[config.mk]
export PLATFORM = sky130hd
export DESIGN_NAME = dram_arb_flat
export DESIGN_NICKNAME = d
export VERILOG_FILES = /design/src/rtl/dram_arb_pkg.sv /design/src/rtl/dram_arb_if.sv /design/src/rtl/dram_arb_pick.sv /design/src/rtl/dram_arb.sv /design/src/flat_wrapper.sv
export SDC_FILE = /design/constraint.sdc
export NUM_CORES = 1
export LEC_CHECK = 0
export ABC_CLOCK_PERIOD_IN_PS = 6250
export CORE_AREA = 2 2 113 115
export CTS_CLUSTER_SIZE = 10
export DETAILED_ROUTE_END_ITERATION = 16
export DIE_AREA = 0 0 115 117
export PLACE_DENSITY = 0.85
export SYNTH_ARGS = -nofsm -noshare
export SYNTH_HDL_FRONTEND = slang
export SYNTH_SLANG_ARGS = --single-unit
[constraint.sdc]
create_clock -name CLK -period 6.25 [get_ports CLK]
set_input_delay 1.25 -clock CLK [delete_from_list [all_inputs] [get_ports CLK]]
set_output_delay 1.25 -clock CLK [all_outputs]
set_load 0.03 [all_outputs]
[src/rtl/dram_arb_pkg.sv]
// Shared constants and record types for the dram_arb two-port RAM arbiter.
package dram_pkg;

    localparam int ADDR_W = 12;
    localparam int DATA_W = 32;

    localparam logic RW_WRITE = 1'b0;
    localparam logic RW_READ  = 1'b1;
    localparam logic PORT1    = 1'b0;
    localparam logic PORT2    = 1'b1;

    // One accepted command waiting to be driven onto the RAM pins.
    typedef struct packed {
        logic              valid;
        logic              port;
        logic              rw;
        logic [ADDR_W-1:0] addr;
        logic [DATA_W-1:0] wdata;
    } issue_t;

    // A read that is in the RAM and whose data lands next cycle.
    typedef struct packed {
        logic valid;
        logic port;
    } resp_t;

endpackage

[src/rtl/dram_arb_if.sv]
// Pipe-side and RAM-side signal bundle for dram_arb.
interface dram_arb_if;
    import dram_pkg::*;

    // Handshake: a pipe raises REQx with its command (R_Wx, ADDRx, WDATAx)
    // and holds REQx until GNTx is seen high in the same cycle; the command
    // present in that cycle is the one taken. Reads answer with a one-cycle
    // RVALIDx pulse, RDATAx holding its value until the next pulse.
    logic              REQ1;
    logic              REQ2;
    logic              R_W1;
    logic              R_W2;
    logic [31:0]       ADDR1;
    logic [31:0]       ADDR2;
    logic [DATA_W-1:0] WDATA1;
    logic [DATA_W-1:0] WDATA2;
    logic              GNT1;
    logic              GNT2;
    logic              RVALID1;
    logic              RVALID2;
    logic [DATA_W-1:0] RDATA1;
    logic [DATA_W-1:0] RDATA2;

    logic              ram_cs;
    logic              ram_rw;
    logic [ADDR_W-1:0] ram_addr;
    logic [DATA_W-1:0] ram_wdata;
    logic [DATA_W-1:0] ram_rdata;

    // Arbiter view.
    modport slave (
        input  REQ1, REQ2, R_W1, R_W2, ADDR1, ADDR2, WDATA1, WDATA2, ram_rdata,
        output GNT1, GNT2, RVALID1, RVALID2, RDATA1, RDATA2,
        output ram_cs, ram_rw, ram_addr, ram_wdata
    );

    // Pipeline and RAM view.
    modport master (
        output REQ1, REQ2, R_W1, R_W2, ADDR1, ADDR2, WDATA1, WDATA2, ram_rdata,
        input  GNT1, GNT2, RVALID1, RVALID2, RDATA1, RDATA2,
        input  ram_cs, ram_rw, ram_addr, ram_wdata
    );

endinterface

[src/rtl/dram_arb_pick.sv]
// Two-way request picker. Conflict policy chosen by DRAM_ARB_RR_EN:
// defined = round-robin against the last conflict winner,
// undefined = pipe 1 always wins a conflict.
module dram_arb_pick
    import dram_pkg::*;
(
    input  logic [1:0] req_i,          // bit 0 = pipe 1, bit 1 = pipe 2
    input  logic       last_winner_i,
    output logic [1:0] gnt_o,
    output logic       winner_o
);

    // Choose the winning port and grant only that one.
    always_comb begin
        winner_o = PORT1;
        if (req_i[0] && req_i[1]) begin
`ifdef DRAM_ARB_RR_EN
            winner_o = (last_winner_i == PORT1) ? PORT2 : PORT1;
`else
            winner_o = PORT1;
`endif
        end else if (req_i[1]) begin
            winner_o = PORT2;
        end
        gnt_o[0] = req_i[0] && (winner_o == PORT1);
        gnt_o[1] = req_i[1] && (winner_o == PORT2);
    end

`ifndef DRAM_ARB_RR_EN
    // Fixed priority has no use for the history input.
    logic unused_last_winner;
    assign unused_last_winner = last_winner_i;
`endif

endmodule

[src/rtl/dram_arb.sv]
// Two-port arbiter sharing one synchronous-read RAM: ARB -> ISSUE -> RESP.
// DRAM_ARB_RR_EN selects round-robin conflict resolution; without it pipe 1
// has fixed priority and the last-winner pointer does not exist.
module dram_arb
    import dram_pkg::*;
(
    input  logic       CLK,
    input  logic       RST,
    dram_arb_if.slave  bus
);

    logic [1:0] req_w;
    logic [1:0] pick_gnt;
    logic [1:0] gnt_w;
    logic       winner;
    logic       last_q;

    issue_t issue_q, issue_d;
    resp_t  resp_q,  resp_d;

    logic              rvalid1_q, rvalid1_d;
    logic              rvalid2_q, rvalid2_d;
    logic [DATA_W-1:0] rdata1_q,  rdata1_d;
    logic [DATA_W-1:0] rdata2_q,  rdata2_d;

    // Address bits above the RAM depth are dropped on purpose (wrap).
    logic [2*(32-ADDR_W)-1:0] unused_addr_hi;
    assign unused_addr_hi = {bus.ADDR1[31:ADDR_W], bus.ADDR2[31:ADDR_W]};

    assign req_w = {bus.REQ2, bus.REQ1};

    dram_arb_pick u_pick (
        .req_i         (req_w),
        .last_winner_i (last_q),
        .gnt_o         (pick_gnt),
        .winner_o      (winner)
    );

    // Grants are combinational but forced low while reset is held.
    assign gnt_w    = pick_gnt & {2{~RST}};
    assign bus.GNT1 = gnt_w[0];
    assign bus.GNT2 = gnt_w[1];

`ifdef DRAM_ARB_RR_EN
    logic last_d;

    // The pointer only moves when both ports competed.
    always_comb begin
        last_d = last_q;
        if (&req_w) last_d = winner;
    end

    // Last-winner pointer; pipe 2 after reset so pipe 1 wins first.
    always_ff @(posedge CLK or posedge RST) begin
        if (RST) last_q <= PORT2;
        else     last_q <= last_d;
    end
`else
    assign last_q = PORT2;
`endif

    // Capture the granted command; an idle slot parks the RAM in read mode.
    always_comb begin
        issue_d    = '0;
        issue_d.rw = RW_READ;
        if (|gnt_w) begin
            issue_d.valid = 1'b1;
            issue_d.port  = winner;
            if (winner == PORT1) begin
                issue_d.rw    = bus.R_W1;
                issue_d.addr  = bus.ADDR1[ADDR_W-1:0];
                issue_d.wdata = bus.WDATA1;
            end else begin
                issue_d.rw    = bus.R_W2;
                issue_d.addr  = bus.ADDR2[ADDR_W-1:0];
                issue_d.wdata = bus.WDATA2;
            end
        end
    end

    // Only reads need a response slot; writes finish at the RAM.
    always_comb begin
        resp_d.valid = issue_q.valid && (issue_q.rw == RW_READ);
        resp_d.port  = issue_q.port;
    end

    // Route returning RAM data to its owner and pulse that port's valid next.
    always_comb begin
        rvalid1_d = resp_q.valid && (resp_q.port == PORT1);
        rvalid2_d = resp_q.valid && (resp_q.port == PORT2);
        rdata1_d  = rvalid1_d ? bus.ram_rdata : rdata1_q;
        rdata2_d  = rvalid2_d ? bus.ram_rdata : rdata2_q;
    end

    // Pipeline registers; reset drops every in-flight access.
    always_ff @(posedge CLK or posedge RST) begin
        if (RST) begin
            issue_q    <= '0;
            issue_q.rw <= RW_READ;
            resp_q     <= '0;
            rvalid1_q  <= 1'b0;
            rvalid2_q  <= 1'b0;
            rdata1_q   <= '0;
            rdata2_q   <= '0;
        end else begin
            issue_q    <= issue_d;
            resp_q     <= resp_d;
            rvalid1_q  <= rvalid1_d;
            rvalid2_q  <= rvalid2_d;
            rdata1_q   <= rdata1_d;
            rdata2_q   <= rdata2_d;
        end
    end

    assign bus.ram_cs    = issue_q.valid;
    assign bus.ram_rw    = issue_q.rw;
    assign bus.ram_addr  = issue_q.addr;
    assign bus.ram_wdata = issue_q.wdata;
    assign bus.RVALID1   = rvalid1_q;
    assign bus.RVALID2   = rvalid2_q;
    assign bus.RDATA1    = rdata1_q;
    assign bus.RDATA2    = rdata2_q;

endmodule
[src/flat_wrapper.sv]
// flat-port wrapper written by rule: the top's interface ports become plain ports
module dram_arb_flat import dram_pkg::*;
  (CLK, RST, bus_REQ1, bus_REQ2, bus_R_W1, bus_R_W2, bus_ADDR1, bus_ADDR2, bus_WDATA1, bus_WDATA2, bus_ram_rdata, bus_GNT1, bus_GNT2, bus_RVALID1, bus_RVALID2, bus_RDATA1, bus_RDATA2, bus_ram_cs, bus_ram_rw, bus_ram_addr, bus_ram_wdata);
  dram_arb_if bus_i ();
  input  logic CLK;
  input  logic RST;
  input wire logic [$bits(bus_i.REQ1)-1:0] bus_REQ1;
  input wire logic [$bits(bus_i.REQ2)-1:0] bus_REQ2;
  input wire logic [$bits(bus_i.R_W1)-1:0] bus_R_W1;
  input wire logic [$bits(bus_i.R_W2)-1:0] bus_R_W2;
  input wire logic [$bits(bus_i.ADDR1)-1:0] bus_ADDR1;
  input wire logic [$bits(bus_i.ADDR2)-1:0] bus_ADDR2;
  input wire logic [$bits(bus_i.WDATA1)-1:0] bus_WDATA1;
  input wire logic [$bits(bus_i.WDATA2)-1:0] bus_WDATA2;
  input wire logic [$bits(bus_i.ram_rdata)-1:0] bus_ram_rdata;
  output wire logic [$bits(bus_i.GNT1)-1:0] bus_GNT1;
  output wire logic [$bits(bus_i.GNT2)-1:0] bus_GNT2;
  output wire logic [$bits(bus_i.RVALID1)-1:0] bus_RVALID1;
  output wire logic [$bits(bus_i.RVALID2)-1:0] bus_RVALID2;
  output wire logic [$bits(bus_i.RDATA1)-1:0] bus_RDATA1;
  output wire logic [$bits(bus_i.RDATA2)-1:0] bus_RDATA2;
  output wire logic [$bits(bus_i.ram_cs)-1:0] bus_ram_cs;
  output wire logic [$bits(bus_i.ram_rw)-1:0] bus_ram_rw;
  output wire logic [$bits(bus_i.ram_addr)-1:0] bus_ram_addr;
  output wire logic [$bits(bus_i.ram_wdata)-1:0] bus_ram_wdata;
  assign bus_i.REQ1 = bus_REQ1;
  assign bus_i.REQ2 = bus_REQ2;
  assign bus_i.R_W1 = bus_R_W1;
  assign bus_i.R_W2 = bus_R_W2;
  assign bus_i.ADDR1 = bus_ADDR1;
  assign bus_i.ADDR2 = bus_ADDR2;
  assign bus_i.WDATA1 = bus_WDATA1;
  assign bus_i.WDATA2 = bus_WDATA2;
  assign bus_i.ram_rdata = bus_ram_rdata;
  assign bus_GNT1 = bus_i.GNT1;
  assign bus_GNT2 = bus_i.GNT2;
  assign bus_RVALID1 = bus_i.RVALID1;
  assign bus_RVALID2 = bus_i.RVALID2;
  assign bus_RDATA1 = bus_i.RDATA1;
  assign bus_RDATA2 = bus_i.RDATA2;
  assign bus_ram_cs = bus_i.ram_cs;
  assign bus_ram_rw = bus_i.ram_rw;
  assign bus_ram_addr = bus_i.ram_addr;
  assign bus_ram_wdata = bus_i.ram_wdata;
  dram_arb u_core (.CLK(CLK), .RST(RST), .bus(bus_i));
endmodule
==> results.txt <==
GPL Wtd Cong: 0.753
Number of synthesized flops with an enable pin: 0
First-pass iteration count of the detailed router: 4
CP endpoint kind: output port
Worst Path Required: 5.00 ns
Pre-CTS setup slack: 1.96 ns
Worst R2R Path Depth: 2
CP Max Fanout: 48
Mapped Area: 5030 µm²
Hold crit path type: flop to flop
Post-synth ARST share: 100%
Synth Warn #: 0
Top-area cell type share of the netlist area: 56.7%
Post-CTS sizing: 0
Critical Path, Cell by Cell: clkdlybuf4s50_1 > buf_4 > nor3b_1 > clkdlybuf4s50_1
ANT cells: 0
NetSw: 0.748 mW
Commonest non-fill, non-tap cell in the layout: clkdlybuf4s50_1
Row count: 41
CTS Hold Bufs: 0
Initial antenna violation count: 0
Antenna Violating Nets Remaining: 0
Syn_nets: 561
Clock Power Share: 38.7%
Core area: 12,300 µm²
1st-iter DRT viols: 187
Worst slew pin tran: 0.893 ns
Die ar.: 13,500 µm²
Clock sink count: 115
Tcrit/Tclk final: 68.8%
Layout cells sized above 1: 17.4%
Cell Pwr Density: 344 nW/µm²
Average cell area after synthesis: 12.7 µm²
Die width: 115 µm
CP startpoint kind: primary input
Max stage delay on crit path: 0.70 ns
Max-cap violations: 0
Commonest non-fill, non-tap cells in the layout: clkdlybuf4s50_1, dfrtp_1, nand2_1, nand3b_1, a21oi_1
DR vias/cell: 4.80
Number of remaining DRC errors: 0
WL/cell: 16.5 µm
Worst EP arrival: 3.05 ns
Setup CP Type: primary input to output port
Root Driver: clkbuf_16
Number of global-route vias before repair: 3,616
Io pins: 280
Max Root-Sink Buffers: 2
Distinct cells, synth: 21
Top cells by area, synth: dfrtp_1, mux2_4, mux2_2, buf_4, nand3b_1
Most common cell on crit path: clkdlybuf4s50_1
Register area share after synthesis: 57.3%
Hold Vio Cnt, Final: 0
Routed wire length: 12,400 µm
Clk slew on worst S/H paths: 0.05 ns
P_leak: 3.30 nW
Routed vias: 3,597
Largest net degree at the start of global routing: 64
P_int: 1.92 mW
Total GRT Usage: 18.7%
Fillers: 929
I/O Buffers: 239
Worst setup margin: 1.95 ns
Post-Route Skew: 0.00469 ns
Status: completed
Congestion Overflow GR: 0
Comb power frac: 27.1%
Nets: 752
CTS tree: done
H-tree Lvls: 4
Worst skew pair latency: 0.40 ns
Starting Density: 40.8%
Post-DP HPWL: 8920 µm
Seq cells post-synth: 115
Sequential power share: 34.2%
CTS buffer count: 17
Slowest-stage cell, CP: clkdlybuf4s50_1
Hold path depth: 0
# setup viols final: 0
VDD IR max: 0.164 mV
RSZ-0062 raised after global routing: no
Switching share of power: 28.0%
Setup TNS: 0 ns
Post-Syn Instances: 395
Peak Freq: 233 MHz
P&R area growth vs syn: 54.1%
Slew margin rel.: 40.5%
Min Tclk post-route: 4.30 ns
Tot Pwr: 2.67 mW
Post-CTS Setup Inserts: 0
Main flop type after synthesis: dfrtp_1
First-pass GRT wire length: 18,700 µm
Slew Viols, Final: 0
Die height: 117 µm
Yosys top cell by area: dfrtp_1
==> cell usage after synthesis, types with 2 or more instances <==
library cell  count
inv_1             2
nor2b_1           2
nand3b_1         44
clkbuf_1         10
a21oi_1          44
nor3b_1           3
mux2_4           29
buf_12            3
dfrtp_1         114
mux2_2           35
nand2_1          44
nor2_1            2
buf_6             4
buf_2             9
buf_4            44
==> worst max-delay path: cells and delay by family <==
kind                   cells  cell delay, ns
buffers and inverters      3            1.55
AND/OR/NAND/NOR            1            0.23
==> sequential cells by signal, summed over array words and instances (netlist names) <==
| register | flops |
|---|---|
| u_core.bus.ram_wdata | 32 |
| u_core.bus.ram_addr | 12 |
| u_core.bus.ram_cs | 1 |
| u_core.issue_q | 1 |
| u_core.bus.RDATA1 | 32 |
| u_core.resp_q | 2 |
| u_core.bus.ram_rw | 1 |
| u_core.bus.RDATA2 | 32 |
| u_core.bus.RVALID1 | 1 |
| u_core.bus.RVALID2 | 1 |
==> layer usage <==
layer	share of wire, %	up-vias	routed length [µm]	global-route usage [%]
met1	38	1708	4750	20.4
met5	0	-	0	0
met4	2.1	0	265	8.03
met2	47	197	5860	30.4
li1	-	1669	-	-
met3	12	23	1490	10.1
==> per-stage QoR <==
| step | utilization, % | cell area (µm²) | instances | hold WS [ns] |
|---|---|---|---|---|
| after global placement | 57.7 | 7110 | 717 | 0.335 |
| after floorplan | - | 5030 | 395 | 0.331 |
| after detailed placement | 57.7 | 7110 | 717 | 0.343 |
| final | 62.9 | 7750 | 749 | 0.356 |
| after global routing | 62.9 | 7750 | 749 | 0.376 |
| after CTS | 62.9 | 7750 | 749 | 0.362 |
==> cell families (layout without fill, tap and decap cells) <==
group                  Yosys count  in the layout  synth area share [%]
muxes                           64             64                  16.5
DFF                            115            115                  57.3
AOI/OAI and AO/OA               45             45                  4.48
buffers and inverters           73            277                  10.5
and+or+nand+nor                 98             98                  11.2
==> power by group through the flow <==
| stage | logic (mW) | clock network, mW | registers, mW |
|---|---|---|---|
| 2_1_floorplan | 0.228 | 0 | 1.10 |
| 3_3_place_gp | 0.715 | 0 | 0.915 |
| 3_5_place_dp | 0.725 | 0 | 0.924 |
| 4_1_cts | 0.729 | 1.05 | 0.913 |
| 5_1_grt | 0.762 | 1.09 | 0.925 |
| 6_report | 0.723 | 1.03 | 0.912 |
==> final timing paths <==
kind                                         startpoint                           endpoint  slack (ns)
setup / recovery                               bus_REQ2                           bus_GNT2        1.95
hold / removal             u_core.issue_q[45]$_DFF_PP0_         u_core.resp_q[0]$_DFF_PP0_        0.36
setup reg to reg             u_core.resp_q[0]$_DFF_PP0_  u_core.bus.RDATA2[15]$_DFFE_PP0P_        4.67
hold reg to reg            u_core.issue_q[45]$_DFF_PP0_         u_core.resp_q[0]$_DFF_PP0_        0.36
max in group asynchronous                           RST  u_core.bus.RDATA2[24]$_DFFE_PP0P_        3.65
min in group asynchronous                           RST  u_core.bus.RDATA2[13]$_DFFE_PP0P_        1.37
==> final cells by class <==
class | count | area (µm²) | share of cell area [%]
clock buffer | 23 | 488 | 6.30
tap | 150 | 188 | 2.42
sequential | 115 | 2880 | 37.2
multi-input combinational | 207 | 1620 | 20.9
inverter | 2 | 10.0 | 0.129
timing repair buffer | 243 | 2410 | 31.1
clock inverter | 9 | 150 | 1.94
Power figures use the tool's default switching activity.
